--- src/rtl/cotm32_pkg.sv ---
// Shared types for the cotm32 core: branch-unit ops, XLEN and the branch controller FSM states.
package cotm32_pkg;

    localparam int unsigned XLEN = 32;

    typedef enum logic [2:0] {
        BU_NONE,
        BU_EQ,
        BU_NE,
        BU_LT,
        BU_GE,
        BU_LTU,
        BU_GEU,
        BU_ALWAYS
    } bu_op_t;

    typedef enum logic [1:0] {
        StIdle,
        StRedirect,
        StFlush
    } br_ctrl_state_t;

endpackage

--- src/rtl/bu.sv ---
// Branch condition unit: evaluates op on a/b and reports take, gated by be.
module bu
    import cotm32_pkg::*;
(
    input  logic            be_i,
    input  logic [XLEN-1:0] a_i,
    input  logic [XLEN-1:0] b_i,
    input  bu_op_t          op_i,
    output logic            take_o
);

    logic cond;

    always_comb begin
        cond = 1'b0;
        case (op_i)
            BU_NONE:   cond = 1'b0;
            BU_EQ:     cond = (a_i == b_i);
            BU_NE:     cond = (a_i != b_i);
            BU_LT:     cond = ($signed(a_i) < $signed(b_i));
            BU_GE:     cond = ($signed(a_i) >= $signed(b_i));
            BU_LTU:    cond = (a_i < b_i);
            BU_GEU:    cond = (a_i >= b_i);
            BU_ALWAYS: cond = 1'b1;
            default:   cond = 1'b0;
        endcase
        take_o = be_i & cond;
    end

endmodule

--- src/rtl/branch_ctrl.sv ---
// Branch resolution controller: resolves EX-stage control transfers, redirects fetch on
// mispredict, then squashes IF/ID for FLUSH_CYCLES cycles.
module branch_ctrl
    import cotm32_pkg::*;
#(
    parameter int unsigned FLUSH_CYCLES = 2
) (
    input  logic            i_clk,
    input  logic            i_rst_n,
    input  logic            i_br_valid,
    output logic            o_br_ready,
    input  bu_op_t          i_br_op,
    input  logic            i_jalr,
    input  logic [XLEN-1:0] i_rs1,
    input  logic [XLEN-1:0] i_rs2,
    input  logic [XLEN-1:0] i_pc,
    input  logic [XLEN-1:0] i_imm,
    input  logic            i_pred_taken,
    output logic            o_redir_valid,
    input  logic            i_redir_ready,
    output logic [XLEN-1:0] o_redir_pc,
    output logic            o_flush,
    output logic            o_misalign,
    input  logic            i_kill,
    output logic [31:0]     o_mispred_cnt
);

    br_ctrl_state_t  state_q, state_d;
    logic [2:0]      flush_cnt_q;
    logic [XLEN-1:0] redir_pc_q;
    logic            misalign_q;
    logic [31:0]     mispred_cnt_q;

    logic            accept, take, misalign_hit, mispred;
    logic [XLEN-1:0] jalr_sum, taken_tgt, nt_tgt;

    // A kill in the same cycle blocks acceptance so no stale work survives the trap.
    assign accept = i_br_valid & o_br_ready & ~i_kill;

    bu u_bu (
        .be_i   (accept),
        .a_i    (i_rs1),
        .b_i    (i_rs2),
        .op_i   (i_br_op),
        .take_o (take)
    );

    assign jalr_sum     = i_rs1 + i_imm;
    assign taken_tgt    = i_jalr ? {jalr_sum[XLEN-1:1], 1'b0} : (i_pc + i_imm);
    assign nt_tgt       = i_pc + XLEN'(4);
    assign misalign_hit = take & taken_tgt[1];
    assign mispred      = accept & (take != i_pred_taken) & ~misalign_hit;

    always_ff @(posedge i_clk or negedge i_rst_n) begin
        if (!i_rst_n) state_q <= StIdle;
        else          state_q <= state_d;
    end

    always_comb begin
        state_d = state_q;
        case (state_q)
            StIdle:     if (mispred) state_d = StRedirect;
            StRedirect: begin
                if (i_kill)             state_d = StIdle;
                else if (i_redir_ready) state_d = StFlush;
            end
            StFlush:    if (i_kill || flush_cnt_q == 3'd1) state_d = StIdle;
            default:    state_d = StIdle;
        endcase
    end

    always_comb begin
        o_br_ready    = (state_q == StIdle);
        o_redir_valid = (state_q == StRedirect);
        o_flush       = (state_q == StFlush);
    end

    assign o_redir_pc    = redir_pc_q;
    assign o_misalign    = misalign_q;
    assign o_mispred_cnt = mispred_cnt_q;

    always_ff @(posedge i_clk or negedge i_rst_n) begin
        if (!i_rst_n) begin
            flush_cnt_q <= 3'd0;
        end else if (i_kill) begin
            flush_cnt_q <= 3'd0;
        end else if (state_q == StRedirect && i_redir_ready) begin
            flush_cnt_q <= 3'(FLUSH_CYCLES);
        end else if (state_q == StFlush && flush_cnt_q != 3'd0) begin
            flush_cnt_q <= flush_cnt_q - 3'd1;
        end
    end

    always_ff @(posedge i_clk or negedge i_rst_n) begin
        if (!i_rst_n) begin
            redir_pc_q    <= '0;
            misalign_q    <= 1'b0;
            mispred_cnt_q <= '0;
        end else begin
            misalign_q <= misalign_hit;
            if (mispred) begin
                redir_pc_q <= take ? taken_tgt : nt_tgt;
                if (mispred_cnt_q != '1) mispred_cnt_q <= mispred_cnt_q + 32'd1;
            end
        end
    end

endmodule

--- config.mk ---
export PLATFORM = sky130hd
export DESIGN_NAME = branch_ctrl
export DESIGN_NICKNAME = d
export VERILOG_FILES = /design/src/rtl/cotm32_pkg.sv /design/src/rtl/bu.sv /design/src/rtl/branch_ctrl.sv
export SDC_FILE = /design/constraint.sdc
export NUM_CORES = 1
export LEC_CHECK = 0
export ABC_AREA = 1
export BUFFER_PORTS_ARGS = -buffer_cell sky130_fd_sc_hd__clkbuf_2
export CORE_MARGIN = 2
export CORE_UTILIZATION = 40
export DETAILED_ROUTE_END_ITERATION = 6
export PLACE_DENSITY_LB_ADDON = 0.15
export SLEW_MARGIN = 0
export SYNTH_ARGS = -nofsm -noshare
export SYNTH_HDL_FRONTEND = slang
export SYNTH_SLANG_ARGS = --single-unit
--- constraint.sdc ---
create_clock -name i_clk -period 3 [get_ports i_clk]
set_input_delay 0.3 -clock i_clk [delete_from_list [all_inputs] [get_ports i_clk]]
set_output_delay 0.3 -clock i_clk [all_outputs]
set_load 0.05 [all_outputs]
==> summary.md <==
| Metric | Value |
|---|---|
| Post-synth ARST share | `1.000` |
| Power Density | `408.1 mW/mm2` |
| Post-synthesis sequential area ratio | `0.1797` |
| Post-route clock period utilization | `0.8399` |
| Final hold viol count | `0` |
| Fmax | `a little under 400 MHz` |
| Sw power | `2.272 mW` |
| Hold Path Stages | `2` |
| Routability cong. | `~0.93` |
| Port Buffers | `just over 200` |
| Setup TNS | `0 ns` |
| Number of nets in the layout | `2054` |
| Final core occ | `0.4831` |
| First-pass GRT wire length | `54600 um` |
| Dominant cell type by area after synthesis | `nand2_1` |
| Tightest Pin Transition | `0.6457 ns` |
| Worst hold path type | `in -> reg` |
| CTS Hold Buffers Added | `1` |
| Layout area overhead | `19.50%` |
| Clk_lat worst skew | `0.33 ns` |
| Average wire per standard cell | `16.22 um` |
| Starting Density | `0.4043` |
| Pin count of the biggest net entering global routing | `41` |
| Number of clock sinks | `70` |
| Via count | `11220` |
| Pint | `2.481 mW` |
| Switching Fraction | `0.4780` |
| Layout cells sized above 1 | `0.1499` |
| FF+latch count, synth | `70` |
| Syn_area_per_cell | `between 6 and 7 um2` |
| CP Capture Type | `flop` |
| # resized after CTS | `0` |
| Antenna violations before repair | `0` |
| Max-cap violations | `0` |
| Final Max Slew Viols | `0` |
| Antenna-violating nets left | `0` |
| Inserted Diodes | `0` |
| Leading cell type in the layout, fill and taps excluded | `nand2_1` |
| Core region area | `~0.024 mm2` |
| Reg power frac | `0.262` |
| Min cycle time layout | `2.520 ns` |
| DIE AREA | `0.02563 mm2` |
| Prevailing post-synth register cell | `dfrtp_1` |
| I/O pins | `roughly 200` |
| Warnings from Yosys | `0` |
| Clock root cell | `clkbuf_16` |
| Routed WL | `around 35000 um` |
| FF-to-FF path depth | `10` |
| Number of synthesized flops with an enable pin | `0` |
| Die X | `~160 um` |
| Required @ worst endpoint | `approximately 3.2 ns` |
| Run status | `complete, no violations` |
| Post-CTS Setup Inserts | `0` |
| RSZ-0062 raised after global routing | `false` |
| Most frequent cells in the layout | `nand2_1 (476), clkbuf_2 (204), inv_1 (186), nor2_1 (133), nand3_1 (119)` |
| Via/cell ratio | `5.232` |
| Syn Inst Count | `roughly 1600` |
| 1st-iter DRT viols | `695` |
| Number of CTS-inserted buffers | `9` |
| Vias in the first global route | `10810` |
| Total power | `4.753 mW` |
| Clock Tree Buf Depth | `2` |
| Leakage | `6.271 nW` |
| Clock tree from TritonCTS | `done` |
| Clk network pwr share | `0.216` |
| GRT overflow | `0` |
| DR DRC count | `0` |
| FF-to-FF setup slack | `0.65 ns` |
| WP data arrival | `roughly 2.7 ns` |
| # setup viols final | `0` |
| Max FO, Critical Path | `5` |
| Row count | `57` |
| Synth area leaders | `nand2_1 (18%), dfrtp_1 (18%), ha_1 (13%), inv_1 (7.2%), nand3_1 (6.1%)` |
| Count of unique library cells instantiated by Yosys | `43` |
| Post-Route Skew | `0.007480 ns` |
| DRT Pass-1 Iters | `5` |
| DIE HEIGHT | `160.1 um` |
| Dpl hpwl | `29680 um` |
| # fillers | `2653` |
| # H-tree levels | `3` |
| Total track usage | `0.2665` |
| Comb pwr share | `0.522` |
| Synthesized area | `0.009746 mm2` |
| VDD IR max | `about 0.0004 V` |
| Worst Setup Start Kind | `primary input` |
| Yosys top cell area share | `0.1833` |
| Slew HR | `0.5650` |
| CP Class | `in -> reg` |
| Synthesized Nets | `1831` |
| CTS clk-pin slew, worst paths | `about 0.050 ns` |
==> layer usage <==
metal | global-route usage | share of wire
met2 | 0.4951 | 0.50
met1 | 0.3306 | 0.43
met4 | 0.07821 | 0.026
met5 | 0 | 0
met3 | 0.01688 | 0.045
==> through the flow <==
step                area (um2)  instances  hold slack (ns)  setup WS [ns]
global placement         11350       2128           0.3062         0.1080
detailed placement       11350       2128           0.3060         0.1166
CTS                      11650       2145           0.1521         0.4647
floorplan                 9746       1593         0.004409         0.5852
finish                   11650       2145           0.1624         0.4802
global route             11650       2145           0.1638         0.2282
==> power by group through the flow <==
| stage | Sequential [mW] | Combinational (mW) | Clock (mW) |
|---|---|---|---|
| after detailed placement | 1.26 | 2.47 | 0 |
| after global placement | 1.27 | 2.45 | 0 |
| after CTS | 1.25 | 2.48 | 1.04 |
| after global routing | 1.27 | 2.71 | 1.08 |
| final | 1.25 | 2.48 | 1.03 |
| after floorplan | 1.83 | 1.09 | 0 |
==> layout make-up <==
class,instances,area (um2),area share
Sequential cell,70,1752,0.1504
Clock buffer,12,236.5,0.02031
Inverter,189,709.4,0.06092
Timing Repair Buffer,247,1394,0.1197
Tap cell,324,405.4,0.03481
Clock inverter,4,47.55,0.004082
Multi-Input combinational cell,1299,7102,0.6098
==> kinds of logic after synthesis <==
| group | share of synthesized area |
|---|---|
| AND/OR/NAND/NOR | 0.3834 |
| flip-flops | 0.1797 |
| XOR/XNOR | 0.06561 |
| adder cells (fa/ha/maj) | 0.1299 |
| AO/OA/AOI/OAI | 0.1478 |
| buffers and inverters | 0.09154 |
| multiplexers | 0.002054 |
==> cells in the mapped netlist (2+ instances only) <==
cell,count
clkinv_1,3
o21ai_0,92
buf_2,17
nand3b_1,3
nand3_1,119
nor2_1,133
nor3_1,40
nand2_1,476
dfrtp_1,70
a21oi_1,107
xnor2_1,21
xor2_1,52
nor3b_1,2
a21o_1,6
inv_1,186
nor4_1,8
nand4_1,67
nor2_2,3
o211ai_1,3
nand2_2,2
and3_1,5
o21a_1,11
ha_1,98
a31oi_1,6
nand2_4,2
o21bai_1,18
mux2i_1,2
a21boi_0,8
buf_6,4
clkbuf_1,14
o21ai_1,2
fa_1,2
==> worst paths after layout <==
check	from	end
max	i_imm[7]	o_redir_pc[26]
min	i_redir_ready	state_q[0]
max reg2reg	o_mispred_cnt[2]	o_mispred_cnt[31]
min reg2reg	o_redir_pc[24]	o_redir_pc[24]
max in group asynchronous	i_rst_n	o_redir_pc[24]
min in group asynchronous	i_rst_n	flush_cnt_q[2]
==> critical path: stages <==
cell and delay [ns]:
clkbuf_2 0.12, ha_1 0.40, nand2_1 0.12, o21ai_0 0.23, a21oi_1 0.13, o21ai_0 0.55
nand3_1 0.21, nand3_1 0.12, nand2_1 0.05, nand3_1 0.15, nand2_1 0.09, nand3_1 0.09
nand2_1 0.06, nand3_1 0.06, nand2_1 0.05
==> state kept, by name (all words and copies together), names as in the netlist <==
name and count:
o_redir_pc 32, state_q 2, flush_cnt_q 3, o_mispred_cnt 32, o_misalign 1
(Power assumes the default switching activity.)
